**config.mk**
```make
export PLATFORM = sky130hd
export DESIGN_NAME = display_command_scheduler_flat
export DESIGN_NICKNAME = d
export VERILOG_FILES = /design/src/rtl/display_command_scheduler_if.sv /design/src/rtl/display_command_scheduler.sv /design/src/flat_wrapper.sv
export SDC_FILE = /design/constraint.sdc
export NUM_CORES = 1
export LEC_CHECK = 0
export CORE_ASPECT_RATIO = 1.25
export CORE_UTILIZATION = 56
export DETAILED_ROUTE_END_ITERATION = 12
export PLACE_DENSITY = 0.89
export SKIP_LAST_GASP = 1
export SYNTH_ARGS = -nofsm -noshare
export SYNTH_HDL_FRONTEND = slang
export SYNTH_SLANG_ARGS = --single-unit
```
**constraint.sdc**
```tcl
create_clock -name clk -period 2.9 [get_ports clk]
set_clock_uncertainty 0.2 [all_clocks]
set_input_delay 0.29 -clock clk [delete_from_list [all_inputs] [get_ports clk]]
set_output_delay 0.29 -clock clk [all_outputs]
set_load 0.005 [all_outputs]
```
**src/rtl/display_command_scheduler_if.sv**
```systemverilog
// Handshake bundle between the byte/test sources and the scheduler.
// Carries the UART byte strobe and the test-pattern request/grant pair.
interface display_command_scheduler_if #(
  parameter int ID_W = 6
);
  logic            rx_valid;
  logic [7:0]      rx_data;
  logic            test_req;
  logic [ID_W-1:0] test_id;
  logic            test_gnt;

  modport master (
    output rx_valid,
    output rx_data,
    output test_req,
    output test_id,
    input  test_gnt
  );

  modport slave (
    input  rx_valid,
    input  rx_data,
    input  test_req,
    input  test_id,
    output test_gnt
  );
endinterface

```
**src/rtl/display_command_scheduler.sv**
```systemverilog
// Parses header/ID/checksum frames and arbitrates the display with a test source.
// Ports: clk, nRESET, bus (rx/test handshake), id_out, id_valid, frame_err, busy.
module display_command_scheduler #(
  parameter int          ID_W           = 6,
  parameter logic [7:0]  HEADER         = 8'hA5,
  parameter int          HOLD_CYCLES    = 1000,
  parameter int          TIMEOUT_CYCLES = 50000
) (
  input  logic                          clk,
  input  logic                          nRESET,
  display_command_scheduler_if.slave    bus,
  output logic [ID_W-1:0]               id_out,
  output logic                          id_valid,
  output logic                          frame_err,
  output logic                          busy
);

  localparam int GW = $clog2(TIMEOUT_CYCLES);
  localparam int HW = $clog2(HOLD_CYCLES);

  localparam logic [GW-1:0] GAP_LAST  = GW'(TIMEOUT_CYCLES - 1);
  localparam logic [HW-1:0] HOLD_LAST = HW'(HOLD_CYCLES - 1);

  typedef enum logic [1:0] {
    P_IDLE,
    P_ID,
    P_CHK
  } p_state_t;

  typedef enum logic {
    D_IDLE,
    D_SHOW
  } d_state_t;

  p_state_t        p_state;
  d_state_t        d_state;
  logic [ID_W-1:0] cand_id;
  logic [GW-1:0]   gap;
  logic [HW-1:0]   hold;

  logic       is_hdr;
  logic       id_ok;
  logic [7:0] chk_byte;
  logic       frame_done;
  logic       timeout;
  logic       grant;
  logic       hold_done;

  assign is_hdr   = bus.rx_valid && (bus.rx_data == HEADER);
  assign id_ok    = (bus.rx_data >> ID_W) == 8'd0;
  assign chk_byte = HEADER ^ 8'(cand_id);

  assign frame_done = (p_state == P_CHK) && bus.rx_valid
                   && (bus.rx_data == chk_byte);

  assign timeout = !bus.rx_valid && (p_state != P_IDLE)
                && (gap == GAP_LAST);

  // A header in the same cycle blocks the grant so the frame owns the display.
  assign grant = bus.test_req && (d_state == D_IDLE)
              && (p_state == P_IDLE) && !is_hdr;

  // A completing frame restarts the hold instead of letting it expire.
  assign hold_done = (d_state == D_SHOW) && (hold == '0) && !frame_done;

  assign busy = (p_state != P_IDLE) || (d_state != D_IDLE);

  always_ff @(posedge clk or negedge nRESET) begin
    if (!nRESET) begin
      p_state   <= P_IDLE;
      cand_id   <= '0;
      gap       <= '0;
      frame_err <= 1'b0;
    end else begin
      frame_err <= 1'b0;
      if (bus.rx_valid) begin
        gap <= '0;
        unique case (p_state)
          P_IDLE: begin
            if (is_hdr) p_state <= P_ID;
          end
          P_ID: begin
            if (id_ok) begin
              cand_id <= bus.rx_data[ID_W-1:0];
              p_state <= P_CHK;
            end else begin
              frame_err <= 1'b1;
              p_state   <= is_hdr ? P_ID : P_IDLE;
            end
          end
          P_CHK: begin
            frame_err <= !frame_done;
            p_state   <= P_IDLE;
          end
          default: p_state <= P_IDLE;
        endcase
      end else if (timeout) begin
        frame_err <= 1'b1;
        p_state   <= P_IDLE;
        gap       <= '0;
      end else if (p_state != P_IDLE) begin
        gap <= gap + 1'b1;
      end
    end
  end

  always_ff @(posedge clk or negedge nRESET) begin
    if (!nRESET) begin
      d_state      <= D_IDLE;
      hold         <= '0;
      id_out       <= '0;
      id_valid     <= 1'b0;
      bus.test_gnt <= 1'b0;
    end else begin
      bus.test_gnt <= grant;
      unique case (1'b1)
        frame_done, grant: begin
          id_out   <= frame_done ? cand_id : bus.test_id;
          id_valid <= 1'b1;
          hold     <= HOLD_LAST;
          d_state  <= D_SHOW;
        end
        hold_done: begin
          id_out   <= '0;
          id_valid <= 1'b0;
          d_state  <= D_IDLE;
        end
        default: begin
          if (d_state == D_SHOW) hold <= hold - 1'b1;
        end
      endcase
    end
  end

endmodule

```
**src/flat_wrapper.sv**
```systemverilog
// flat-port wrapper written by rule: the top's interface ports become plain ports
module display_command_scheduler_flat 
#(
  parameter int          ID_W           = 6,
  parameter logic [7:0]  HEADER         = 8'hA5,
  parameter int          HOLD_CYCLES    = 1000,
  parameter int          TIMEOUT_CYCLES = 50000
)
  (clk, nRESET, id_out, id_valid, frame_err, busy, bus_rx_valid, bus_rx_data, bus_test_req, bus_test_id, bus_test_gnt);
  display_command_scheduler_if #(.ID_W(ID_W)) bus_i ();
  input  logic clk;
  input  logic nRESET;
  output logic [ID_W-1:0] id_out;
  output logic id_valid;
  output logic frame_err;
  output logic busy;
  input wire logic [$bits(bus_i.rx_valid)-1:0] bus_rx_valid;
  input wire logic [$bits(bus_i.rx_data)-1:0] bus_rx_data;
  input wire logic [$bits(bus_i.test_req)-1:0] bus_test_req;
  input wire logic [$bits(bus_i.test_id)-1:0] bus_test_id;
  output wire logic [$bits(bus_i.test_gnt)-1:0] bus_test_gnt;
  assign bus_i.rx_valid = bus_rx_valid;
  assign bus_i.rx_data = bus_rx_data;
  assign bus_i.test_req = bus_test_req;
  assign bus_i.test_id = bus_test_id;
  assign bus_test_gnt = bus_i.test_gnt;
  display_command_scheduler #(.ID_W(ID_W), .HEADER(HEADER), .HOLD_CYCLES(HOLD_CYCLES), .TIMEOUT_CYCLES(TIMEOUT_CYCLES)) u_core (.clk(clk), .nRESET(nRESET), .bus(bus_i), .id_out(id_out), .id_valid(id_valid), .frame_err(frame_err), .busy(busy));
endmodule
```
==> results of run 1 <==
## timing repair
action                                 in CTS  in global routing
hold buffers                                1                  0
setup buffers                               0                  0
endpoints found under the hold margin      43                  0
## registers in the layout, summed over array words and instances, names as in the netlist
| name | flops |
|---|---|
| u_core.bus.test_gnt | 1 |
| u_core.id_valid | 1 |
| u_core.id_out | 6 |
| u_core.p_state | 2 |
| u_core.hold | 10 |
| u_core.gap | 16 |
| u_core.cand_id | 6 |
| u_core.frame_err | 1 |
## routing by layer
metal	global-route usage [%]	part of all wire [%]
met3	5.842	3.5
met4	12.63	3.3
met5	0	0
met2	45.54	53
met1	32.23	41
## kinds of logic after synthesis
kind of cell               synth area share, %
and+or+nand+nor                          23.59
AOI/OAI and AO/OA                        17.12
DFF                                      44.89
buffers and inverters                    3.131
xor gates and xnor gates                 5.845
muxes                                    2.818
adders and majority gates                2.610
## how the worst max path moves through the flow
stage / from / to / slack (ns) / cells past startpoint
after global routing: bus_rx_data[4] / u_core.hold[0] / 0.39 / 6
after CTS: u_core.p_state[0] / busy / 0.44 / 5
after floorplan: u_core.gap[13] / u_core.gap[1] / 0.74 / 4
final: u_core.p_state[0] / busy / 0.48 / 5
after detailed placement: bus_rx_data[6] / u_core.hold[1] / 0.32 / 6
after global placement: bus_rx_data[6] / u_core.hold[0] / 0.52 / 6
## power groups by stage
stage	logic [W]	registers, W	clock network, W
after global placement	0.000349	0.000826	0
after floorplan	0.000265	0.000800	0
after global routing	0.000413	0.000841	0.000398
after CTS	0.000371	0.000820	0.000375
after detailed placement	0.000368	0.000833	0
final	0.000370	0.000827	0.000368
## through the flow
stage                     cells  total power [W]  utilization [%]
after global routing        327         0.001652            69.08
after floorplan             238         0.001065                -
after detailed placement    318         0.001200            66.85
after CTS                   327         0.001566            69.08
after global placement      318         0.001175            66.85
final                       327         0.001565            69.08
## synth_stat cells, types with 2 or more instances
library cell	n	area share (%)
a2111oi_0	2	0.73
a211oi_1	3	0.94
a22oi_1	6	1.9
a2bb2oi_1	6	2.2
a31oi_1	10	2.6
and2_1	2	0.52
and3_1	2	0.52
and4_1	3	1.1
buf_2	3	0.63
clkbuf_1	6	0.94
dfrtp_1	43	45
ha_1	5	2.6
inv_1	10	1.6
mux2_2	6	2.8
nand2_1	9	1.4
nand2b_1	3	0.78
nand3_1	13	2.7
nand4_1	7	1.8
nand4b_1	2	0.73
nor2_1	13	2.0
nor2b_1	4	1.0
nor3_1	11	2.3
nor4_1	7	1.8
o211a_1	2	0.84
o21ai_0	7	1.5
o22ai_1	2	0.52
o311ai_0	2	0.73
o31ai_1	2	0.63
or3_1	4	1.0
or4_1	4	1.3
xnor2_1	11	4.0
xor2_1	5	1.8
## area by class of cell
cell class	count	area, um^2
fill	313	1267
multi-input combinational	176	1246
sequential	43	1076
timing repair buffer	34	320.3
clock buffer	7	76.32
tap	56	70.07
inverter	10	37.54
clock inverter	1	5.005
==> flow_metrics.env, run 1 <==
export IMPL_path_clk_slew_ns=0.08
export IMPL_ios=28
export IMPL_initial_core_util_pct=58.49
export IMPL_cp_cell_sequence="inv_1 -> ha_1 -> nor2b_1 -> inv_1 -> clkdlybuf4s50_1"
export IMPL_cpPeakStageDelay_ns=0.44
export IMPL_fp_dieArea_mm2=0.004548
export IMPL_io_buffers=27
export IMPL_grt_pass1_vias=1914
export IMPL_min_from="u_core.gap[15]"
export IMPL_syn_nets=261
export IMPL_final_hold_viol_count=0
export IMPL_setup_slack_ns=0.4813
export IMPL_p_leak_nw=1.141
export IMPL_yosys_warnings=0
export IMPL_antenna_found_initial=0
export IMPL_synth_area_mm2=0.002397
export IMPL_tightest_slew_ns=0.9653
export IMPL_vias_per_cell=6.281
export IMPL_postSynthCellCount=238
export IMPL_cp_start_kind="register"
export IMPL_path_class="register to output port"
export IMPL_avgSynthCellArea_um2=10.07
export IMPL_path_max_fanout=8
export IMPL_post_cts_resized=0
export IMPL_cp_end_kind="output port"
export IMPL_cp_arrival_ns=1.93
export IMPL_seq_area_frac_synth_pct=44.89
export IMPL_wl_per_cell_um=17.33
export IMPL_worstPathRequired_ns=2.41
export IMPL_synthFlopType="dfrtp_1"
export IMPL_whs_path_depth=1
export IMPL_switchingPower_w=0.0005008
export IMPL_gp_congestion=0.8359
export IMPL_hold_ws_ns=0.3184
export IMPL_period_needed_ns=2.419
export IMPL_dr_pass1_iters=4
export IMPL_crit_buf_inv=3
export IMPL_rrSetupSlack_ns=0.51
export IMPL_ctsRootBufferMaster="clkbuf_8"
export IMPL_layout_common_cells="dfrtp_1, clkdlybuf4s50_1, nand3_1, nor2_1"
export IMPL_maxSlewHeadroom_pct=35.65
export IMPL_clockBufferDepth=2
export IMPL_final_common_cell="dfrtp_1"
export IMPL_slowest_stage="clkdlybuf4s50_1"
export IMPL_fmax_mhz=413.4
export IMPL_grt_ovfl_total=0
export IMPL_dp_hpwl_mm=4.083
export IMPL_power_frac_comb_pct=23.6
export IMPL_reg2reg_to="u_core.p_state[0]"
export IMPL_drv_slew=0
export IMPL_synth_distinct_cells=55
export IMPL_ff2ff_path_depth=5
export IMPL_wl_mm=5.667
export IMPL_nets=293
export IMPL_die_y_um=75.15
export IMPL_placed_area_mm2=0.002740
export IMPL_design_area_mm2=0.002831
export IMPL_drtIter0Drc=158
export IMPL_grt_usage_pct=26.87
export IMPL_critPathMostFrequentCell="inv_1"
export IMPL_power_density_mw_per_mm2=552.7
export IMPL_cap_violations=0
export IMPL_ant_nets=0
export IMPL_vias=2054
export IMPL_critPathTopFamily="buffers and inverters"
export IMPL_min_to="u_core.gap[15]"
export IMPL_outcome="finished, final reports clean"
export IMPL_cts_htree_levels=2
export IMPL_power_frac_seq_pct=52.8
export IMPL_cts_sinks=43
export IMPL_ir_worst_vdd_v=0.0003473
export IMPL_async_reset_ff_share_pct=100.0
export IMPL_rsz0062_at_grt="false"
export IMPL_clk_latency_ns=0.30
export IMPL_fin_crit_sh_pct=83.40
export IMPL_preCtsSetupSlack_ns=0.3161
export IMPL_area_growth_pct=18.11
export IMPL_tritoncts="built"
export IMPL_drc_errors=0
export IMPL_power_internal_w=0.001064
export IMPL_synth_edf_count=0
export IMPL_ys_ff_latch=43
export IMPL_fin_setup_tns_ns=0
export IMPL_numCtsBuffers=5
export IMPL_timing_rr_start="u_core.gap[13]"
export IMPL_rows=26
export IMPL_fp_coreArea_mm2=0.004099
export IMPL_drive_gt1_share_pct=8.856
export IMPL_switching_share_pct=32.01
export IMPL_hold_class="register to register"
export IMPL_grt_max_degree=44
export IMPL_antenna_cells=0
export IMPL_power_frac_clock_pct=23.5
export IMPL_setup_viol=0
export IMPL_die_w_um=60.52
export IMPL_grt_pass1_wl_mm=8.832
Note: power is estimated with default switching activity, not from simulation.
==> run 2: changes to the inputs <==
clock period = 2.4 ns   (was 2.9 ns; I/O delays follow)
==> flow_metrics.env, run 2 (synthesis gave the netlist of run 1 again) <==
export IMPL_vias=2140
export IMPL_hold_class="primary input to asynchronous set/reset pin"
export IMPL_die_w_um=60.52
export IMPL_largest_reg_flops=16
export IMPL_nets=301
export IMPL_die_y_um=75.15
export IMPL_cp_end_kind="register"
export IMPL_grtUsageMet2_pct=50.31
export IMPL_maxSlewHeadroom_pct=59.09
export IMPL_dp_hpwl_mm=4.290
export IMPL_grt_pass1_vias=2104
export IMPL_fin_crit_sh_pct=96.27
export IMPL_nFillCells=308
export IMPL_cts_htree_levels=2
export IMPL_drive_gt1_share_pct=12.19
export IMPL_ir_worst_vdd_v=0.0004671
export IMPL_path_class="register to register"
export IMPL_tritoncts="built"
export IMPL_fin_setup_tns_ns=0
export IMPL_area_growth_pct=22.23
export IMPL_hold_ws_ns=0.2124
export IMPL_period_needed_ns=2.311
export IMPL_final_hold_viol_count=0
export IMPL_grt_pass1_wl_mm=9.459
export IMPL_rows=26
export IMPL_antenna_found_initial=0
export IMPL_drtIter0Drc=195
export IMPL_drc_errors=0
export IMPL_cts_sinks=43
export IMPL_cp_start_kind="register"
export IMPL_cp_arrival_ns=2.29
export IMPL_clk_latency_ns=0.30
export IMPL_numCtsBuffers=5
export IMPL_wl_mm=5.816
export IMPL_outcome="finished, final reports clean"
export IMPL_grt_usage_pct=28.44
export IMPL_vias_per_cell=6.388
export IMPL_setup_viol=0
export IMPL_cap_violations=0
export IMPL_setup_slack_ns=0.08941
export IMPL_worstPathRequired_ns=2.38
export IMPL_gp_congestion=0.9133
export IMPL_io_buffers=27
export IMPL_wl_per_cell_um=17.36
export IMPL_final_common_cell="dfrtp_1"
export IMPL_met1_usage_pct=31.55
export IMPL_drv_slew=0
export IMPL_busiest_layer="met2"
export IMPL_rsz0062_at_grt="true"
export IMPL_fp_dieArea_mm2=0.004548
export IMPL_clockBufferDepth=2
export IMPL_antenna_cells=0
export IMPL_dr_pass1_iters=4
export IMPL_grt_ovfl_total=0
export IMPL_ctsRootBufferMaster="clkbuf_8"
export IMPL_max_flop_register="u_core.gap"
export IMPL_use_met3_pct=7.045
export IMPL_layout_common_cells="dfrtp_1, clkdlybuf4s50_1, buf_4, nand3_1, nor2_1"
export IMPL_p_leak_nw=1.197
export IMPL_preCtsSetupSlack_ns=0.06064
export IMPL_ant_nets=0
export IMPL_ios=28
export IMPL_grt_max_degree=20
export IMPL_initial_core_util_pct=58.49
export IMPL_path_max_fanout=6
export IMPL_fp_coreArea_mm2=0.004099
export IMPL_path_clk_slew_ns=0.08
export IMPL_fmax_mhz=432.8
export IMPL_power_density_mw_per_mm2=703.3
export IMPL_top_regs="u_core.gap (16), u_core.hold (10)"
export IMPL_tightest_slew_ns=0.6081
run 2: cell types whose count changed in the layout (fill, tap and decap cells not counted):
cell / change
a2111oi_1: +2
a2111oi_0: -2
buf_4: +8
clkbuf_8: +1
clkbuf_1: -2
bufinv_16: +1
run 2: final cells by class:
class / count / area, um^2 / area share, %
clock buffer: 6 / 82.58 / 2.818
clock inverter: 2 / 35.03 / 1.196
inverter: 10 / 37.54 / 1.281
multi-input combinational: 176 / 1249 / 42.61
sequential: 43 / 1076 / 36.72
tap: 56 / 70.07 / 2.391
timing repair buffer: 42 / 380.4 / 12.98
run 2: critical path, cell delays in order, from the launching register on:
cell,delay (ns)
dfrtp_1,0.44
or4b_4,0.57
or4_1,0.68
a31oi_1,0.24
a31oi_1,0.06
run 2: path summary, 6_finish.rpt:
kind	to	start	slack (ns)	depth (start not counted)
max	u_core.gap[12]	u_core.gap[13]	0.09	4
min	u_core.hold[9]	nRESET	0.21	2
max reg2reg	u_core.gap[12]	u_core.gap[13]	0.09	4
min reg2reg	u_core.gap[15]	u_core.gap[15]	0.30	1
max in group asynchronous	u_core.gap[10]	nRESET	1.21	3
min in group clk	u_core.gap[15]	u_core.gap[15]	0.30	1
run 2: per-layer routing:
| layer | wire length [um] | vias to the layer above | part of all wire (%) |
|---|---|---|---|
| met3 | 278 | 16 | 4.8 |
| met4 | 160 | 0 | 2.8 |
| met2 | 3166 | 77 | 54 |
| li1 | - | 994 | - |
| met1 | 2211 | 1053 | 38 |
| met5 | 0 | - | 0 |
run 2: through the flow:
stage / util [%] / cell area, um^2 / instances / total power [W]
2_1_floorplan: - / 2397 / 238 / 0.001287
5_1_grt: 71.49 / 2930 / 335 / 0.002170
3_3_place_gp: 68.32 / 2800 / 326 / 0.001437
4_1_cts: 71.43 / 2928 / 335 / 0.002061
3_5_place_dp: 68.32 / 2800 / 326 / 0.001464
6_report: 71.49 / 2930 / 335 / 0.002061
run 2: power breakdown:
group,switching [W],internal [W]
Sequential,0.000155,0.000846
Clock,0.000258,0.000337
Combinational,0.000222,0.000243
run 2: what timing repair did:
action,in CTS,in global routing
setup buffers,0,0
endpoints found under the setup margin,0,2
gates resized for setup,0,2
hold endpoints to repair,17,0
hold buffers,1,0
==> run 3: changes to the inputs <==
ABC_AREA = 1   (was unset)
CORE_UTILIZATION = 57   (was 56)
TNS_END_PERCENT = 5   (was unset)
clock period = 2.2 ns   (was 2.4 ns; I/O delays follow)
==> flow_metrics.env, run 3 <==
export IMPL_gp_congestion=0.9227
export IMPL_grt_pass1_wl_mm=10.44
export IMPL_rsz0062_at_grt="false"
export IMPL_power_frac_seq_pct=57.0
export IMPL_final_hold_viol_count=0
export IMPL_seq_area_frac_synth_pct=39.16
export IMPL_initial_core_util_pct=60.70
export IMPL_max_flop_register="u_core.gap"
export IMPL_vias=2466
export IMPL_maxSlewHeadroom_pct=63.51
export IMPL_antenna_found_initial=0
export IMPL_ant_nets=0
export IMPL_numCtsBuffers=5
export IMPL_fin_setup_tns_ns=0
export IMPL_clk_latency_ns=0.30
export IMPL_power_frac_comb_pct=8.3
export IMPL_power_density_mw_per_mm2=444.5
export IMPL_grt_ovfl_total=0
export IMPL_cp_start_kind="register"
export IMPL_slowest_stage="clkdlybuf4s50_1"
export IMPL_fp_dieArea_mm2=0.005104
export IMPL_cpPeakStageDelay_ns=0.45
export IMPL_path_class="register to output port"
export IMPL_rows=27
export IMPL_power_internal_w=0.001063
export IMPL_synthTopCellsByArea="dfrtp_1, nand2_1, inv_1, nor2_1, o21ai_0"
export IMPL_dr_pass1_iters=4
export IMPL_grt_max_degree=44
export IMPL_die_y_um=79.63
export IMPL_finalPower_w=0.001407
export IMPL_yosys_warnings=0
export IMPL_synthFlopType="dfrtp_1"
export IMPL_layout_common_cells="nand2_1, inv_1, nor2_1, dfrtp_1, clkdlybuf4s50_1"
export IMPL_drv_slew=0
export IMPL_fmax_mhz=482.3
export IMPL_cp_arrival_ns=1.65
export IMPL_p_leak_nw=1.513
export IMPL_cap_violations=0
export IMPL_tightest_slew_ns=0.5474
export IMPL_synth_most_common_cell="nand2_1"
export IMPL_drc_errors=0
export IMPL_cts_sinks=43
export IMPL_dp_hpwl_mm=4.565
export IMPL_switchingPower_w=0.0003439
export IMPL_switching_share_pct=24.44
export IMPL_final_common_cell="nand2_1"
export IMPL_nets=434
export IMPL_outcome="finished, final reports clean"
export IMPL_largest_reg_flops=16
export IMPL_clockBufferDepth=2
export IMPL_crit_buf_inv=2
export IMPL_hold_class="register to register"
export IMPL_antenna_cells=0
export IMPL_async_reset_ff_share_pct=100.0
export IMPL_wl_per_cell_um=12.63
export IMPL_tritoncts="built"
export IMPL_postCtsSetupRepairBufs=0
export IMPL_synth_area_mm2=0.002748
export IMPL_ctsRootBufferMaster="clkbuf_8"
export IMPL_power_frac_clock_pct=34.7
export IMPL_path_clk_slew_ns=0.07
export IMPL_setup_viol=0
export IMPL_io_buffers=27
export IMPL_cts_htree_levels=2
export IMPL_fp_coreArea_mm2=0.004527
export IMPL_grt_pass1_vias=2456
export IMPL_ys_ff_latch=43
export IMPL_synth_common_cells="nand2_1, inv_1, nor2_1, dfrtp_1, o21ai_0"
export IMPL_avgSynthCellArea_um2=7.288
export IMPL_preCtsSetupSlack_ns=0.04441
export IMPL_worstPathRequired_ns=1.78
export IMPL_wl_mm=5.936
export IMPL_postSynthCellCount=377
export IMPL_critPathTopFamily="buffers and inverters"
export IMPL_synth_top_area_share_pct=39.16
export IMPL_cp_end_kind="output port"
export IMPL_syn_nets=400
export IMPL_ios=28
export IMPL_die_w_um=64.10
export IMPL_fin_crit_sh_pct=94.25
export IMPL_synth_edf_count=0
export IMPL_path_max_fanout=6
export IMPL_yosysTopAreaCell="dfrtp_1"
export IMPL_vias_per_cell=5.247
export IMPL_area_growth_pct=15.21
export IMPL_grt_usage_pct=26.30
export IMPL_drive_gt1_share_pct=11.17
export IMPL_ir_worst_vdd_v=0.0002879
export IMPL_top_regs="u_core.gap (16), u_core.hold (10)"
export IMPL_drtIter0Drc=197
export IMPL_cp_cell_sequence="inv_1 -> ha_1 -> nand2_1 -> clkdlybuf4s50_1"
export IMPL_setup_slack_ns=0.1264
export IMPL_synth_distinct_cells=32
export IMPL_period_needed_ns=2.074
run 3: worst paths after layout:
| kind | start | end | slack (ns) | depth (start not counted) |
|---|---|---|---|---|
| min reg2reg | u_core.cand_id[3] | u_core.cand_id[3] | 0.29 | 2 |
| max reg2reg | u_core.hold[0] | u_core.id_out[2] | 0.20 | 9 |
| min | u_core.cand_id[3] | u_core.cand_id[3] | 0.29 | 2 |
| min in group asynchronous | nRESET | u_core.id_out[1] | 0.32 | 3 |
| max in group asynchronous | nRESET | u_core.p_state[0] | 1.10 | 3 |
| max | u_core.p_state[0] | busy | 0.13 | 4 |
run 3: kinds of logic (layout without fill, tap and decap cells):
group	count (synthesis)	count (layout)	synth area share, %
and+or+nand+nor	222	222	38.84
buffers and inverters	59	94	9.562
DFF	43	43	39.16
AOI/OAI and AO/OA	39	39	7.286
xor gates and xnor gates	9	9	2.869
adders and majority gates	5	5	2.277
run 3: through the flow:
stage               util (%)  cells  instance area (um^2)  hold slack (ns)
detailed placement     67.61    461                  3060           0.1233
floorplan                  -    377                  2748          -0.2756
global route           69.93    470                  3166           0.3551
finish                 69.93    470                  3166           0.2943
CTS                    69.68    470                  3154           0.3026
global placement       67.61    461                  3060           0.1152
run 3: area by class of cell:
type	count	area, um^2
Inverter	53	200.2
Clock buffer	5	68.82
Timing Repair Buffer	33	312.8
Tap cell	58	72.57
Multi-Input combinational cell	275	1420
Fill cell	398	1361
Sequential cell	43	1076
Clock inverter	3	15.01
run 3: layer usage:
| metal | track usage [%] | part of all wire, % | wire length, um |
|---|---|---|---|
| met2 | 48.30 | 53 | 3152 |
| met3 | 4.000 | 2.3 | 139 |
| met4 | 10.67 | 1.7 | 103 |
| met1 | 30.22 | 43 | 2540 |
| met5 | 0 | 0 | 0 |
run 3: repair_timing:
| action | 4_1_cts | 5_1_grt |
|---|---|---|
| gates resized for setup | 0 | 2 |
| hold buffers | 1 | 0 |
| hold endpoints to repair | 43 | 0 |
| endpoints found under the setup margin | 0 | 9 |
run 3: worst reg2reg max path, cell delays in order (launching register included):
cell,delay [ns]
dfrtp_1,0.40
inv_1,0.15
ha_2,0.25
nand2_1,0.10
nor2_2,0.18
nand2_2,0.09
nor2_4,0.11
nand2_4,0.18
nand3_1,0.14
o21ai_1,0.08
run 3: power by group through the flow:
| stage | Combinational, W | Sequential (W) | Clock, W |
|---|---|---|---|
| CTS | 0.000118 | 0.000802 | 0.000499 |
| detailed placement | 0.000116 | 0.000818 | 0 |
| finish | 0.000117 | 0.000803 | 0.000488 |
| floorplan | 0.0000507 | 0.000817 | 0 |
| global placement | 0.000113 | 0.000818 | 0 |
| global route | 0.000131 | 0.000804 | 0.000528 |
